File: src/rtl/mmio_console_pkg.sv
// mmio_console_pkg: shared window base, register offsets and STATUS bit positions.
package mmio_console_pkg;
    localparam logic [11:0] MMIO_BASE_HI = 12'h001;
    typedef enum logic [1:0] {
        REG_TXDATA = 2'd0,
        REG_STATUS = 2'd1,
        REG_HALT   = 2'd2,
        REG_CYCLE  = 2'd3
    } reg_e;
    localparam int ST_EMPTY  = 0;
    localparam int ST_FULL   = 1;
    localparam int ST_HALTED = 2;
    localparam int ST_OVF    = 3;
    localparam int ST_CMSB   = 4;
endpackage

File: src/rtl/mmio_console_sync_fifo.sv
// sync_fifo: circular buffer with wrap-bit pointers and a sticky overflow flag.
module sync_fifo #(
    parameter int W     = 8,
    parameter int DEPTH = 8,
    parameter int AW    = 3
) (
    input  logic         i_clk,
    input  logic         i_rst,
    input  logic         i_push,
    input  logic [W-1:0] i_din,
    input  logic         i_pop,
    output logic [W-1:0] o_dout,
    output logic         o_full,
    output logic         o_empty,
    output logic         o_overflow
);
    logic [W-1:0] r_mem [DEPTH];
    logic [AW:0]  r_wp, r_rp;
    logic         r_ovf;
    logic         w_pop, w_push;
    assign o_empty    = r_wp == r_rp;
    assign o_full     = (r_wp[AW] != r_rp[AW]) && (r_wp[AW-1:0] == r_rp[AW-1:0]);
    assign w_pop      = i_pop && !o_empty;
    // a pop in the same cycle frees the slot, so a push into a full FIFO still lands
    assign w_push     = i_push && (!o_full || w_pop);
    assign o_overflow = r_ovf;
    assign o_dout     = o_empty ? '0 : r_mem[r_rp[AW-1:0]];
    always_ff @(posedge i_clk or posedge i_rst) begin
        if (i_rst) begin
            r_wp  <= '0;
            r_rp  <= '0;
            r_ovf <= 1'b0;
        end else begin
            if (w_push) r_wp <= r_wp + 1'b1;
            if (w_pop) r_rp <= r_rp + 1'b1;
            if (i_push && !w_push) r_ovf <= 1'b1;
        end
    end
    always_ff @(posedge i_clk) begin
        if (w_push) r_mem[r_wp[AW-1:0]] <= i_din;
    end
endmodule

File: src/rtl/mmio_console.sv
// mmio_console: console TX FIFO, status, cycle counter and halt register in the 0x001xxxxx window.
module mmio_console
    import mmio_console_pkg::*;
#(
    parameter int FIFO_DEPTH = 8,
    parameter int FIFO_AW    = 3
) (
    input  logic        CLK,
    input  logic        RST,
    input  logic [29:0] MADDR,
    input  logic [3:0]  DMWE,
    input  logic        DMRE,
    input  logic [31:0] WDATA,
    output logic        SEL,
    output logic [31:0] RDATA,
    output logic [7:0]  TX_DATA,
    output logic        TX_VALID,
    input  logic        TX_READY,
    output logic        HALT,
    output logic [7:0]  EXIT_CODE
);
    logic [31:0] r_rdata, r_cycle;
    logic        r_halt;
    logic [7:0]  r_exit;
    reg_e        w_reg;
    logic        w_push, w_halt_wr, w_full, w_empty, w_ovf, w_unused;
    logic [31:0] w_status, w_rd;
    assign SEL       = MADDR[29:18] == MMIO_BASE_HI;
    assign w_reg     = reg_e'(MADDR[1:0]);
    assign w_push    = SEL && w_reg == REG_TXDATA && DMWE[0];
    assign w_halt_wr = SEL && w_reg == REG_HALT && |DMWE && !r_halt;
    assign w_status  = 32'({w_full, w_ovf, r_halt, w_full, w_empty});
    assign w_rd      = w_reg == REG_STATUS ? w_status : w_reg == REG_CYCLE ? r_cycle : '0;
    assign w_unused  = ^{MADDR[17:2], WDATA[31:8]};
    assign TX_VALID  = !w_empty;
    assign RDATA     = r_rdata;
    assign HALT      = r_halt;
    assign EXIT_CODE = r_exit;
    sync_fifo #(.W(8), .DEPTH(FIFO_DEPTH), .AW(FIFO_AW)) u_fifo (
        .i_clk(CLK),
        .i_rst(RST),
        .i_push(w_push),
        .i_din(WDATA[7:0]),
        .i_pop(TX_READY),
        .o_dout(TX_DATA),
        .o_full(w_full),
        .o_empty(w_empty),
        .o_overflow(w_ovf)
    );
    always_ff @(posedge CLK or posedge RST) begin
        if (RST) begin
            r_rdata <= '0;
            r_cycle <= '0;
            r_halt  <= 1'b0;
            r_exit  <= '0;
        end else begin
            r_cycle <= r_cycle + 1'b1;
            if (SEL && DMRE) r_rdata <= w_rd;
            if (w_halt_wr) begin
                r_halt <= 1'b1;
                r_exit <= WDATA[7:0];
            end
        end
    end
endmodule

File: config.mk
export PLATFORM = sky130hd
export DESIGN_NAME = mmio_console
export DESIGN_NICKNAME = d
export VERILOG_FILES = /design/src/rtl/mmio_console_pkg.sv /design/src/rtl/mmio_console_sync_fifo.sv /design/src/rtl/mmio_console.sv
export SDC_FILE = /design/constraint.sdc
export NUM_CORES = 1
export LEC_CHECK = 0
export ABC_AREA = 0
export CAP_MARGIN = 10
export CORE_UTILIZATION = 52
export DETAILED_ROUTE_END_ITERATION = 16
export MAX_ROUTING_LAYER = met4
export PLACE_DENSITY = 0.81
export RECOVER_POWER = 50
export SLEW_MARGIN = 20
export SYNTH_ARGS = -nofsm -noshare
export SYNTH_HDL_FRONTEND = slang
export SYNTH_SLANG_ARGS = --single-unit
File: constraint.sdc
create_clock -name CLK -period 3.7 [get_ports CLK]
set_clock_uncertainty 0.05 [all_clocks]
set_input_delay 0.925 -clock CLK [delete_from_list [all_inputs] [get_ports CLK]]
set_output_delay 0.925 -clock CLK [all_outputs]
set_load 0.02 [all_outputs]
# Word-level counts from Yosys, hierarchy flattened
# Memories as Yosys holds them, arrays and structs flattened.
# Index checks and enable logic that the tools add are counted.
# totals
ff_bits	82
latchBits	0
ramBits	64
mem_bits_ro	0
output_inout_bits	51
word_cells	40
mem_count	1
# classes
addsub	3
mul	0
n_div	0
magnitude_cmp	0
eq_ne	7
shifts	0
muxes	5
bitwise_logic	0
n_reduce_logical	17
# memory_table
name	words	word_bits	read_ports	rd_clocked_by_memory_dff	write_ports	line	text
u_fifo.r_mem	8	8	1	0	1	mmio_console_sync_fifo.sv:17	logic [W-1:0] r_mem [DEPTH];
# op_table
op	n
$mux W32	2
$add A32 B1 Y32 const B	1
$eq A12 B1 Y1 const B	1
$logic_and A1 B1 Y1	10
$add A4 B1 Y4 const B	2
$mux W8	1
$eq A2 B2 Y1 const B	2
$eq A4 B4 Y1	1
$logic_not A1 Y1	4
$reduce_or A4 Y1	1
$eq A3 B3 Y1	1
$eq A2 B1 Y1 const B	1
$logic_not A2 Y1	1
$mux W1	2
$logic_or A1 B1 Y1	1
$ne A1 B1 Y1	1

# Logic depth before layout (Yosys ltp)
# Gate-level depths: netlist (run 1).
# logic_depth
depth_word	7
mapped_depth	6
ltp_nobuf	5

# Hierarchy
# Synthesis (run 1) repeated with hierarchy kept, for this count alone.
# unflattened
cells_unflattened	454
area_unflattened_um2	6178.4
# by_module_without_submodules
module	instances	cells_per_inst	area_per_inst_um2	seq_area_each_um2
mmio_console	1	292	3110.5	1826.8
sync_fifo	1	162	3067.9	2147.1

# Worst setup path after synthesis (run 1)
# No wires, ideal clock.
# synth_timing
path_type	input port to flip-flop
from	in MADDR[1]
to	mem u_fifo.r_mem[1][0] (enable)
setup_time_ns	0.398
arrival_ns	2.787
path_slack_ns	0.466
cell_stages	6
path_buffers	2
cell_sequence	buf_2 > nor3b_1 > nand4_1 > a21o_1 > buf_2 > nor4b_1
# synth_via
elab_chain_cells	6
# synth_rtl
element	line	text
start, declared	mmio_console.sv:10	input logic [29:0] MADDR,
$logic_not A2 Y1	mmio_console.sv:30	assign w_push = SEL && w_reg == REG_TXDATA && DMWE[0];
$logic_and A1 B1 Y1 (2 in a row)	mmio_console.sv:30	
$logic_and A1 B1 Y1	mmio_console_sync_fifo.sv:25	assign w_push = i_push && (!o_full || w_pop);
$mux W1	mmio_console_sync_fifo.sv:40	if (w_push) r_mem[r_wp[AW-1:0]] <= i_din;
$mux W1 (implied by the code)	mmio_console_sync_fifo.sv:40	
end, declared	mmio_console_sync_fifo.sv:17	
# No other way between the ends.

# Worst setup path after layout (run 1)
# layout_timing
from	in MADDR[20]
to	out SEL
# layout_via
elab_chain_cells	1
# layout_rtl
element	line	text
$eq A12 B1 Y1	mmio_console.sv:28	assign SEL = MADDR[29:18] == MMIO_BASE_HI;
end, declared	mmio_console.sv:14	output logic SEL,
# No other way between the ends.

==> metrics.yaml, run 1 <==
violations: "capacitance limit, slew limit"
cts_tree: "done"
rr_worst_depth: 5
hold_viol: 0
worstHoldPathType: "register to register"
dpl_worst_slack_ps: 94.0
buffer_ports.inserted: 80
whs_ps: 413
areaGrowthSynthToFinish_pct: 26.5
status: "complete, but fails checks"
power.density_nw_per_um2: 554
cts_made_buffers: 17
cts_max_path_buffers: 2
cp_max_fo: 2
rows: 39
finalNonFillerCells: 707
rrSetupSlack_ps: 1280
synth_fa_ha_area_share_pct: 0.612
dpl.cell_count: 675
startpoint_type: "primary input"
synth.cell_area_um2: 6130
critPathKind: "primary input to output pin"
cp.arrival_ps: 2600
routedWlPerCell_um: 19.7
cts_root_buf: "clkbuf_16"
r2r-end: "u_fifo.r_mem[5][4]"
cts.clk_slew.worst_paths_ps: 50
crit_path_end_kind: "output pin"
fillers: 783
hold_buffers: 0
async_flop_share_pct: 56.2
yosysSeqAreaShare_pct: 64.8
drv_slew: 57
synth-xor-area-share_pct: 5.71
whs_path_depth: 2
cp.required_ps: 2720
start_util_pct: 53.5
mostFrequentLayoutCell: "dfrtp_1"
io_pins: 121
rsz0062_at_grt: "false"
vias_per_cell: 5.73
mostFrequentLayoutCells: "82 x dfrtp_1, 72 x nand2_1, 70 x clkdlybuf4s50_1"
n_antenna_cell: 0
synth_top_family_by_area: "simple AND/OR/NAND/NOR gates"
vias: 4054
leakagePower_nw: 3.27
dr.first_iter.drc_count: 302
routed_wl_mm: 13.9
avgSynthCellArea_um2: 13.6
place_congestion: 0.780
synth-compound-area-share_pct: 0.734
min_to: "RDATA[23]"
grt_use_total_pct: 25.4
synthSimpleGateAreaFrac_pct: 15.9
multi_input_area_um2: 2020
die_w_um: 111
clkLatencyLatePin_ps: 410
synth-main-ff-cell: "dfrtp_1"
nNetsFinal: 624
drt_pass1_iterations: 4
worst_slew_margin_rel_pct: -38.2
syn-num-nets: 524
detail-route-antenna-nets: 0
synth_edf_count: 64
synthMuxAreaShare_pct: 9.87
syn_inst: 451
ys_warn_count: 0
coreArea_um2: 11500
r2r-start: "u_fifo.r_wp[0]"
layout-drive-gt1-share_pct: 15.2
fin_ws_ps: 120
die-area_um2: 12200
finalSetupViolCount: 0
grt_overflow: 0
clock_sinks: 146
htree_levels: 4
setup_tns_ps: 0
clock.fmax_mhz: 279
first_global_vias: 4358
hp-start: "RDATA[23]"
hpwl_mm: 9.10
fp.dieH_um: 111
maxCapViolCount: 1
finalCritPeriodShare_pct: 96.7
grt_max_degree: 57
regArea_um2: 3970
layout_min_cycle_time_ps: 3580
ir_worst_vdd_v: 0.000427
remaining_drc_errors: 0
antenna_found_initial: 0
yosys_register_bits: 146
grt_pass1_wl_mm: 22.9
tightest_slew_ps: 2070
synth_cell_types: 38
worst max-delay path by stage:
| stage | cells after the start | slack (ps) | to | start |
|---|---|---|---|---|
| floorplan | 6 | 470 | u_fifo.r_mem[1][0] | MADDR[1] |
| global placement | 4 | 120 | SEL | MADDR[24] |
| detailed placement | 4 | 90 | SEL | MADDR[24] |
| CTS | 4 | 90 | SEL | MADDR[24] |
| global route | 4 | 10 | SEL | MADDR[23] |
| finish | 4 | 120 | SEL | MADDR[20] |
registers in the layout (all words and copies together), names as in the netlist:
signal / flops
u_fifo.r_mem: 64
RDATA: 32
r_cycle: 32
EXIT_CODE: 8
u_fifo.r_rp: 4
u_fifo.r_wp: 4
HALT: 1
u_fifo.o_overflow: 1
per-layer routing:
layer  track usage, %  share of wire (%)
met1             32.2                 42
met5                -                  0
met4             9.24                2.0
met2             40.2                 51
met3             5.98                5.1
synthesized netlist by cell type, types with 6 or more instances:
library cell / n / area (µm²)
dfrtp_1: 82 / 2050
xnor2_1: 19 / 166
nand4_1: 10 / 62.6
inv_1: 13 / 48.8
edfxtp_1: 64 / 1920
mux2i_1: 11 / 110
nor2_1: 11 / 41.3
nand3_1: 39 / 195
mux2_2: 11 / 124
nor4_2: 6 / 75.1
nor4_1: 10 / 62.6
xor2_1: 21 / 184
clkbuf_1: 11 / 41.3
mux4_2: 16 / 360
buf_2: 7 / 35.0
nand2_1: 72 / 270
nor3_1: 8 / 40.0
where the power goes:
part | total, mW | switching (mW) | internal (mW)
Sequential | 1.74 | 0.0191 | 1.72
Clock | 1.68 | 0.631 | 1.05
Combinational | 0.876 | 0.444 | 0.432
cell type report:
type,instances,share of cell area (%)
sequential,146,51.2
multi-input combinational,271,26.0
timing repair buffer,102,12.4
clock buffer,21,5.67
tap,143,2.31
clock inverter,11,1.77
inverter,13,0.629
per-stage QoR:
stage | power (mW) | util [%] | area (µm²)
final | 4.30 | 67.7 | 7760
after floorplan | 2.34 | - | 6130
after global placement | 2.63 | 62.7 | 7190
after CTS | 4.32 | 67.7 | 7760
after global routing | 4.45 | 67.7 | 7760
after detailed placement | 2.65 | 62.7 | 7190
critical path, stage by stage:
cell and delay (ps):
clkdlybuf4s50_1 420, nor4_1 360, and3_1 250, clkdlybuf4s50_1 640
repair_timing:
item                       in CTS  in global routing
buffers inserted                0                  0
gates resized for setup         0                  1
setup endpoints to repair       0                  2
cells by family after synthesis:
logic type / Yosys count
AOI/OAI and AO/OA: 6
adders and majority gates: 3
buffers and inverters: 34
xor gates and xnor gates: 40
DFF: 146
muxes: 39
and+or+nand+nor: 183
(Power assumes the default switching activity.)
==> run 2, diff against run 1 <==
--- a/config.mk
+++ b/config.mk
@@ -7,10 +7,10 @@
 export LEC_CHECK = 0
 export ABC_AREA = 0
 export CAP_MARGIN = 10
-export CORE_UTILIZATION = 52
+export CORE_UTILIZATION = 45
 export DETAILED_ROUTE_END_ITERATION = 16
 export MAX_ROUTING_LAYER = met4
-export PLACE_DENSITY = 0.81
+export PLACE_DENSITY = 0.72
 export RECOVER_POWER = 50
 export SLEW_MARGIN = 20
 export SYNTH_ARGS = -nofsm -noshare
==> run 2 against run 1 <==
Against the previous run:
- the flow finishes with violations (capacitance limit)
- critical path depth did not move
- sequential cell count did not move
- register-to-register slack improved by 200 ps
- combinational power fell by 1%
- wire length fell by 8.0%
- first-iteration DRC count rose by 16%
- die area rose by 15%
- utilization fell by 8.9 points
- worst setup slack improved by 37 ps
- critical path type unchanged
- critical endpoint unchanged
- largest power group unchanged
- highest routed layer unchanged
==> metrics.yaml, run 2 (synthesized netlist as in run 1, its figures left out) <==
layout_min_cycle_time_ps: 3540  # -37.2 ps
layout-drive-gt1-share_pct: 16.1  # +0.86 points
start_util_pct: 46.1  # -7.4 points
cts_resized: 0  # unchanged
totalPowerFinal_mw: 4.32  # +0.46%
grt_pass1_wl_mm: 21.5  # -6.1%
detail-route-antenna-nets: 0  # unchanged
antenna_found_initial: 0  # unchanged
finalSetupViolCount: 0  # unchanged
intPower_mw: 3.17  # -1.2%
grt_max_degree: 50  # -12%
drv_slew: 0  # -100%
areaGrowthSynthToFinish_pct: 27.4
routedWlPerCell_um: 17.3  # -12%
grt_use_total_pct: 20.8  # -4.6 points
htree_levels: 4  # unchanged
drt_pass1_iterations: 5  # +1
ir_worst_vdd_v: 0.000309  # -28%
rsz0062_at_grt: "false"
status: "complete, but fails checks"
startpoint: "MADDR[20]"
hpwl_mm: 8.54  # -6.2%
first_global_vias: 4066  # -6.7%
largest_reg_flops: 64  # unchanged
cts_root_buf: "clkbuf_16"
grt_overflow: 0  # unchanged
r2r-start: "u_fifo.r_wp[1]"
routed_wl_mm: 12.8  # -8.0%
power.density_nw_per_um2: 552  # -0.25%
cts_made_buffers: 17  # unchanged
worst_slew_margin_rel_pct: 0.939  # +39 points
cp_max_fo: 2  # unchanged
seq_power_share_pct: 40.3  # about the same
dpl.cell_count: 709  # +5.0%
p_comb_share_pct: 20.1  # -0.3 points
fp.dieH_um: 119  # +7.4%
violations: "capacitance limit"
vias_per_cell: 5.28  # -7.9%
critPathKind: "primary input to output pin"
crit_path_end_kind: "output pin"
io_pins: 121  # unchanged
clkLatencyLatePin_ps: 420  # about the same
cp.arrival_ps: 2570  # -30 ps
worstHoldPathType: "register to register"
vias: 3912  # -3.5%
maxCapViolCount: 1  # unchanged
mostFrequentLayoutCells: "82 x dfrtp_1, 72 x nand2_1, 71 x clkdlybuf4s50_1"
mostFrequentLayoutCell: "dfrtp_1"
hold_buffers: 0  # unchanged
clock.fmax_mhz: 282  # +1.0%
die-area_um2: 14100  # +15%
startpoint_type: "primary input"
place_area_um2: 7250  # +0.85%
fillers: 1067  # +36%
remaining_drc_errors: 0  # unchanged
setup_tns_ps: 0  # unchanged
die_w_um: 119  # +7.4%
nNetsFinal: 625  # +0.16%
buffer_ports.inserted: 80  # unchanged
dr.first_iter.drc_count: 351  # +16%
cts_setup_buffers: 0  # unchanged
postLayoutCellArea_um2: 7820  # +0.71%
n_antenna_cell: 0  # unchanged
p_sw_mw: 1.15  # +5.2%
leakagePower_nw: 3.27  # -0.10%
place_congestion: 0.810  # +3.8%
p_sw_share_pct: 26.7  # +1.2 points
coreArea_um2: 13300  # +16%
cts.clk_slew.worst_paths_ps: 60  # about the same
tightest_slew_ps: 1480  # -593 ps
cts_tree: "done"
clock_sinks: 146  # unchanged
cp.required_ps: 2720  # about the same
cts_max_path_buffers: 2  # unchanged
hold_viol: 0  # unchanged
hp-start: "RDATA[19]"
pwr-share-clk_pct: 39.6  # +0.4 points
finalNonFillerCells: 741  # +4.8%
finalCritPeriodShare_pct: 95.7  # -1.0 points
rows: 42  # +7.7%
-- run 2: power groups by stage --
stage	combinational (mW)	clock (mW)	sequential (mW)
floorplan	0.575	0	1.76
global placement	0.869	0	1.77
detailed placement	0.885	0	1.77
CTS	0.887	1.74	1.74
global route	0.941	1.83	1.74
finish	0.867	1.71	1.74
-- run 2: worst paths after layout --
check,endpoint,slack [ps],cells after the start
max in group asynchronous,RDATA[4],590,3
worst max-delay path,SEL,160,4
worst max register to register,u_fifo.r_mem[4][1],1480,5
worst min register to register,RDATA[19],420,2
worst min-delay path,RDATA[19],420,2
min in group asynchronous,RDATA[14],1260,2
-- run 2: area by class of cell --
cell class | count | area (µm²) | share of cell area (%)
clock buffers | 18 | 429 | 5.49
clock inverters | 14 | 166 | 2.13
inverters | 13 | 50.0 | 0.640
multi-input cells | 271 | 2010 | 25.7
flip-flops and latches | 146 | 3970 | 50.8
well taps | 176 | 220 | 2.82
repair buffers | 103 | 971 | 12.4
-- run 2: per-layer routing --
layer  GRT usage (%)  routed length [µm]  vias to the layer above
met4            7.52                  36                        0
met1            27.2                5690                     1973
li1                -                   -                     1838
met2            31.9                6540                       99
met5               -                   0                        -
met3            4.78                 536                        2
-- run 2: worst max-delay path: stages --
cell	delay [ps]
clkdlybuf4s50_1	440
nor4_1	350
and3_1	250
clkdlybuf4s50_1	610
-- run 2: per-stage QoR --
step | hold WS (ps) | setup WS (ps) | utilization [%]
2_1_floorplan | 380 | 466 | -
3_3_place_gp | 404 | 202 | 54.5
3_5_place_dp | 407 | 182 | 54.5
4_1_cts | 421 | 166 | 59.0
5_1_grt | 442 | 19.7 | 58.8
6_report | 417 | 157 | 58.8
